### config.mk
export PLATFORM = sky130hd
export DESIGN_NAME = adder_error_monitor
export DESIGN_NICKNAME = d
export VERILOG_FILES = /design/src/rtl/adder_error_monitor.sv
export SDC_FILE = /design/constraint.sdc
export NUM_CORES = 1
export LEC_CHECK = 0
export CAP_MARGIN = 20
export CORE_UTILIZATION = 35
export DETAILED_ROUTE_END_ITERATION = 8
export PLACE_DENSITY = 0.58
export SLEW_MARGIN = 5
export SYNTH_ARGS = -nofsm -noshare
export SYNTH_HDL_FRONTEND = slang
export SYNTH_SLANG_ARGS = --single-unit
### constraint.sdc
create_clock -name clk -period 7.9 [get_ports clk]
set_input_delay 0.79 -clock clk [delete_from_list [all_inputs] [get_ports clk]]
set_output_delay 0.79 -clock clk [all_outputs]
set_load 0.1 [all_outputs]
### src/rtl/adder_error_monitor.sv
// Measures the error of an approximate adder: compares each sample's sum against the exact sum and
// accumulates count, nonzero-error count, total and maximum error distance, with a snapshot handshake.
module adder_error_monitor #(
    parameter int unsigned WIDTH = 32,
    parameter int unsigned CNT_W = 32,
    parameter int unsigned ACC_W = 64
) (
    input  logic             clk,
    input  logic             rst,
    input  logic             clear,
    input  logic             in_valid,
    output logic             in_ready,
    input  logic [WIDTH-1:0] op_a,
    input  logic [WIDTH-1:0] op_b,
    input  logic [WIDTH:0]   approx_sum,
    input  logic             snap_req,
    output logic             snap_valid,
    input  logic             snap_ready,
    output logic [CNT_W-1:0] sample_cnt,
    output logic [CNT_W-1:0] err_cnt,
    output logic [ACC_W-1:0] err_dist_sum,
    output logic [WIDTH:0]   err_dist_max,
    output logic             busy
);

    // Wide enough that adding one distance to the accumulator can never wrap before saturation.
    localparam int unsigned SumW = ((ACC_W > WIDTH + 1) ? ACC_W : WIDTH + 1) + 1;

    typedef enum logic [1:0] {StRun, StDrain, StReport} state_e;

    state_e           state_q, state_d;
    logic             snap_valid_q, snap_valid_d;
    logic             s1_valid_q, s1_valid_d;
    logic [WIDTH:0]   exact_q, exact_d;
    logic [WIDTH:0]   approx_q, approx_d;
    logic             s2_valid_q, s2_valid_d;
    logic [WIDTH:0]   dist_q, dist_d;
    logic [CNT_W-1:0] sample_cnt_q, sample_cnt_d;
    logic [CNT_W-1:0] err_cnt_q, err_cnt_d;
    logic [ACC_W-1:0] sum_q, sum_d;
    logic [WIDTH:0]   max_q, max_d;
    logic [SumW-1:0]  sum_ext;
    logic             accept;
    logic             do_clear;

    assign in_ready = (rst || state_q == StRun) && !clear;
    assign accept   = in_valid && in_ready && !rst;
    assign do_clear = clear && state_q == StRun;

    always_comb begin
        s1_valid_d = accept;
        exact_d    = exact_q;
        approx_d   = approx_q;
        if (accept) begin
            exact_d  = (WIDTH + 1)'(op_a) + (WIDTH + 1)'(op_b);
            approx_d = approx_sum;
        end

        s2_valid_d = s1_valid_q;
        dist_d     = dist_q;
        if (s1_valid_q) begin
            dist_d = (exact_q >= approx_q) ? exact_q - approx_q : approx_q - exact_q;
        end

        sum_ext      = SumW'(sum_q) + SumW'(dist_q);
        sample_cnt_d = sample_cnt_q;
        err_cnt_d    = err_cnt_q;
        sum_d        = sum_q;
        max_d        = max_q;
        if (do_clear) begin
            s1_valid_d   = 1'b0;
            s2_valid_d   = 1'b0;
            sample_cnt_d = '0;
            err_cnt_d    = '0;
            sum_d        = '0;
            max_d        = '0;
        end else if (s2_valid_q) begin
            if (!(&sample_cnt_q)) sample_cnt_d = sample_cnt_q + CNT_W'(1);
            if (dist_q != '0 && !(&err_cnt_q)) err_cnt_d = err_cnt_q + CNT_W'(1);
            sum_d = (sum_ext > SumW'({ACC_W{1'b1}})) ? '1 : sum_ext[ACC_W-1:0];
            if (dist_q > max_q) max_d = dist_q;
        end

        state_d = state_q;
        unique case (state_q)
            StRun:    if (snap_req) state_d = StDrain;
            StDrain:  if (!s1_valid_q && !s2_valid_q) state_d = StReport;
            StReport: if (snap_valid_q && snap_ready) state_d = StRun;
            default:  state_d = StRun;
        endcase
        snap_valid_d = (state_d == StReport);
    end

    always_ff @(posedge clk) begin
        if (rst) begin
            state_q      <= StRun;
            snap_valid_q <= 1'b0;
            s1_valid_q   <= 1'b0;
            exact_q      <= '0;
            approx_q     <= '0;
            s2_valid_q   <= 1'b0;
            dist_q       <= '0;
            sample_cnt_q <= '0;
            err_cnt_q    <= '0;
            sum_q        <= '0;
            max_q        <= '0;
        end else begin
            state_q      <= state_d;
            snap_valid_q <= snap_valid_d;
            s1_valid_q   <= s1_valid_d;
            exact_q      <= exact_d;
            approx_q     <= approx_d;
            s2_valid_q   <= s2_valid_d;
            dist_q       <= dist_d;
            sample_cnt_q <= sample_cnt_d;
            err_cnt_q    <= err_cnt_d;
            sum_q        <= sum_d;
            max_q        <= max_d;
        end
    end

    // Outputs read as idle/zero while reset is held, whatever the state before it.
    assign snap_valid   = snap_valid_q && !rst;
    assign busy         = !rst && (state_q != StRun || s1_valid_q || s2_valid_q);
    assign sample_cnt   = rst ? '0 : sample_cnt_q;
    assign err_cnt      = rst ? '0 : err_cnt_q;
    assign err_dist_sum = rst ? '0 : sum_q;
    assign err_dist_max = rst ? '0 : max_q;

endmodule
* Word-level counts from Yosys, hierarchy flattened *
Index checks and enable logic that the tools add are counted.

storage, ports and cells
  flip-flop bits (word level) = 265
  input bits = 103

operators by class
  $add $sub $neg = 6
  order comparisons = 3
  equality and inequality tests = 3
  multiplexer cells = 10
  bitwise logic cells = 1
  reduce and logical (&&, ||, !) cells = 26

operators by type and width
  operator                                                         count
  two-way mux 64 bit                                               2
  two-way mux 33 bit                                               2
  subtractor 33 bit                                                2
  adder 64 x 33 -> 65 bit                                          1
  greater-than comparator 65 x 64 -> 1 bit, second input constant  1
  adder 32 x 1 -> 32 bit, second input constant                    2
  two-way mux 32 bit                                               2
  AND reduction 32 bit                                             2
  adder 32 x 32 -> 33 bit                                          1
  greater-or-equal comparator 33 bit                               1
  greater-than comparator 33 bit                                   1
  nonzero test 33 bit                                              1
  logical AND 1 bit                                                9
  two-way mux 2 bit                                                3
  one-hot mux 2 bit (3 select lines)                               1
  AND reduction 2 bit                                              3
  logical NOT 1 bit                                                5
  == test 2 bit, second input constant                             2
  logical OR 1 bit                                                 3
  == test 2 x 1 -> 1 bit, second input constant                    1
  logical NOT 2 bit                                                1
  nonzero test 2 bit                                               1
  OR reduction 2 bit                                               1
  NOT 1 bit                                                        1

* Logic depth before layout (Yosys ltp) *
  word-level depth = 5
  depth in mapped cells = 16
  mapped depth without buffers = 14

* Least setup slack after synthesis *
Ideal clock, no wire load.

  path kind = input to output
  start = input rst
  end = output in_ready
  data arrival time = 2.897 ns
  required time = 7.110 ns
  setup slack = 4.213 ns
  stages on the path = 5
  buffers on the path = 3
  cell sequence = clkbuf_1 clkbuf_1 clkbuf_1 nor2_1 nor2_1

between the ends
  longest elaborated chain between the ends = 2

RTL lines
  element            RTL line  RTL
  from (decl)        9         input logic rst,
  logical OR 1 bit   46        assign in_ready = (rst || state_q == StRun) && !clear;
  logical AND 1 bit  46
  to (decl)          12        output logic in_ready,

Every way passes these cells.

* Worst setup path in the final report *
  start = input rst
  end = output err_dist_max[10]

between the ends
  longest elaborated chain between the ends = 1

RTL lines
  element             RTL line  RTL
  two-way mux 33 bit  128       assign err_dist_max = rst ? '0 : max_q;
  to (decl)           22        output logic [WIDTH:0] err_dist_max,

Every way passes these cells.

==> metrics <==
status=finished, final reports clean; Post-Place Setup Slack=3.33 ns; DIE HEIGHT=234 um; Int Power=0.00274 W; Slowest Stage Delay on Critical Path=1.00 ns; dpl hpwl=44.7 mm; filler instances=5404; hold crit path type=flop to flop; reg2reg path depth=12; Synth cell types=83; Routed WL=58.2 mm; hold path depth=1; ys flop type=dfxtp_1; first-pass GRT wire length=91.6 mm; Inserted Clock Buffers=34; mux contribution to synthesized area=2.83%; VDD IR max=0.000116 V; async set or reset register ratio after synthesis=0%; Flop pwr share=34.0%; CTS tree=built; Syn-to-layout area delta=22.1%; Synth Area in Adders=11.3%; Worst-Margin Slew=1.08 ns; minimum clock period after layout=4.09 ns; Clk Latency, worst-skew pair=0.55 ns; Die X-Extent=234 um; # DRC=0; Seq/Total Area, Yosys=28.1%; Vias=17990; Syn Inst Count=2481; Mean Syn Cell Area=7.62 um2; post-CTS setup repair buffer count=0; HP Start=state_q[1]; post_cts resized=0; Starting Density=35.7%; clock sink count=265; Crit path max-delay family=buffers and inverters; clock root buffer=clkbuf_16; Max Clock Skew=0.0177 ns; net switching power=0.00145 W; DRT Pass-1 Iters=5; vias per std cell=5.32; crit path from=rst; largest net degree at the start of global routing=150; H-tree depth=2; syn nets=2753; final hold vios=0; maximum clock path buffer count=3; Sw Ratio=34.6%; hold_buf cts=0; post-synthesis compound-gate area fraction=21.7%; Post-layout nets=2941; CP Buf/Inv Count=3; # Max-Cap Violations=0; # IOs=267; vias in the first global route=16927; # port buffers=266; CP max FO=149; Tot GR Track Use=20.7%; combinational power share=30.6%; diode count=0; Slew Limit Fails=0; fmax=245 MHz; fin util=43.6%; ratio of cells with drive above 1 in the final layout=4.38%; Levels on crit path=4; total grt overflow=0; CP max-delay cell=clkdlybuf4s50_1; nature of the critical path endpoint=output port; clock transition at the registers of the reported paths=0.05 ns; Post-synth EDFFs=0; startpoint class of the critical path=input pin; Pwr Density=182 mW/mm2; yosys warns=0; xor/xnor cell area share of the yosys netlist=6.11%; slew margin rel.=28.0%; CP Cell Sequence=clkbuf_8 -> buf_4 -> nor2_1 -> clkdlybuf4s50_1; Final Setup Violations=0; largest family of logic cells by synthesized area=simple AND/OR/NAND/NOR gates; Setup Crit Path Kind=input pin to output port; Post-DRT Antenna Nets=0; Worst R2R Start=dist_q[10]; GPL Wtd Cong=0.893; Lkg Pwr=9.00 nW; simple-gate share of the synthesized area=24.1%; RSZ-0062 raised after global routing=false; Detailed Route Iter0 Violations=1206; setup TNS=0 ns; core area=0.0530 mm2; final worst-path cycle share=51.8%; mapped cell area=0.0189 mm2; #FFs+latches synth=265; Final WS setup=3.81 ns; arrival time at the worst endpoint=3.30 ns; initial antenna violation count=0; Clk network pwr share=35.4%; total die area=0.0550 mm2; CP required=7.11 ns; # rows=84; DR WL/cell=17.2 um
## cells by family (layout without fill, tap and decap cells)
logic type,Yosys count,in the layout
adders and majority gates,169,169
and+or+nand+nor,917,917
AOI/OAI and AO/OA,659,659
buffers and inverters,286,497
muxes,53,53
DFF,265,265
xor gates and xnor gates,132,132
## routing by layer
| layer | vias to the layer above | global-route usage, % | share of wire [%] | wire, um |
|---|---|---|---|---|
| met1 | 8489 | 28.4 | 48 | 28000 |
| met2 | 383 | 34.4 | 46 | 26900 |
| met4 | 0 | 5.08 | 2.0 | 1140 |
| li1 | 9051 | - | - | - |
| met3 | 67 | 2.52 | 3.8 | 2240 |
| met5 | - | 0 | 0 | 0 |
## cells in the final DEF (no fill, tap or decap), types with 8 or more instances in the layout
master             n
o21ai_0          138
mux2i_1           49
o21a_1            22
and4_1            11
clkdlybuf4s50_1  264
o211ai_1          14
xnor2_1           60
buf_4             11
a21o_1            70
nand2b_1          26
nor4_1            17
o31ai_1           13
a21oi_1          235
inv_1            161
nor3_1            32
nor2b_1          140
nor2_1           258
a211oi_1          32
or3_1             39
clkbuf_1           8
and2_1             9
o22ai_1           11
nand4_1           50
nand3_1           54
a31oi_1           21
o21bai_1          20
xor2_1            72
or2_2             12
dfxtp_1          263
nand2_1          218
a31o_2             8
a311oi_1          10
and3_1            22
ha_1             165
clkbuf_16         35
## power groups by stage
| stage | Sequential (W) | Clock (W) | Combinational [W] |
|---|---|---|---|
| after global placement | 0.00145 | 0 | 0.00126 |
| after CTS | 0.00142 | 0.00153 | 0.00128 |
| after detailed placement | 0.00145 | 0 | 0.00127 |
| after global routing | 0.00143 | 0.00158 | 0.00141 |
| after floorplan | 0.00143 | 0 | 0.000928 |
| final | 0.00143 | 0.00148 | 0.00128 |
## synthesized netlist by cell type (all sizes together), types with 22 or more instances
library cell / number / area, um2
a211oi: 32 / 240
a21o: 71 / 533
a21oi: 241 / 1220
and3: 24 / 160
buf: 26 / 146
clkbuf: 98 / 368
dfxtp: 265 / 5310
ha: 165 / 2060
inv: 162 / 608
mux2i: 49 / 490
nand2: 219 / 830
nand2b: 26 / 163
nand3: 56 / 285
nand4: 51 / 334
nor2: 259 / 975
nor2b: 140 / 876
nor3: 33 / 170
o21a: 22 / 165
o21ai: 140 / 704
or3: 39 / 244
xnor2: 60 / 526
xor2: 72 / 631
## state kept, by name, summed over array words and instances, names as in the netlist
register	cells
approx_q	33
dist_q	33
err_cnt_q	32
exact_q	33
max_q	33
s1_valid_q	1
s2_valid_q	1
sample_cnt_q	32
snap_valid_q	1
state_q	2
sum_q	64
## through the flow
stage                     power (W)  instance area [um2]  std cells  hold slack, ns
final                       0.00419                23100       3380           0.465
after global routing        0.00442                23100       3380           0.497
after CTS                   0.00423                23100       3380           0.470
after detailed placement    0.00272                22000       3321           0.469
after global placement      0.00272                22000       3321           0.439
after floorplan             0.00236                18900       2481           0.431
## final timing paths
check,to,slack (ns)
worst max-delay path,err_dist_max[10],3.81
worst min-delay path,state_q[0],0.47
worst max register to register,sum_q[57],3.82
worst min register to register,state_q[0],0.47
## layout make-up
| class | instances | area (um2) | share of cell area (%) |
|---|---|---|---|
| multi-input cells | 1930 | 12500 | 54.2 |
| clock inverters | 11 | 85.1 | 0.369 |
| clock buffers | 48 | 975 | 4.22 |
| inverters | 162 | 608 | 2.63 |
| flip-flops and latches | 265 | 5310 | 23.0 |
| well taps | 688 | 861 | 3.73 |
| repair buffers | 276 | 2740 | 11.9 |
## worst register-to-register path, cell delays in order (launching register included)
cell	delay, ns
dfxtp_1	0.41
ha_1	0.42
and3_1	0.20
nand2_1	0.08
nor2_1	0.15
o311ai_1	0.14
a21oi_1	0.25
a21boi_1	0.20
nor4_1	0.59
o211ai_2	0.29
a21oi_2	0.63
and2_1	0.42
a311oi_1	0.15
Power figures use the tool's default switching activity.
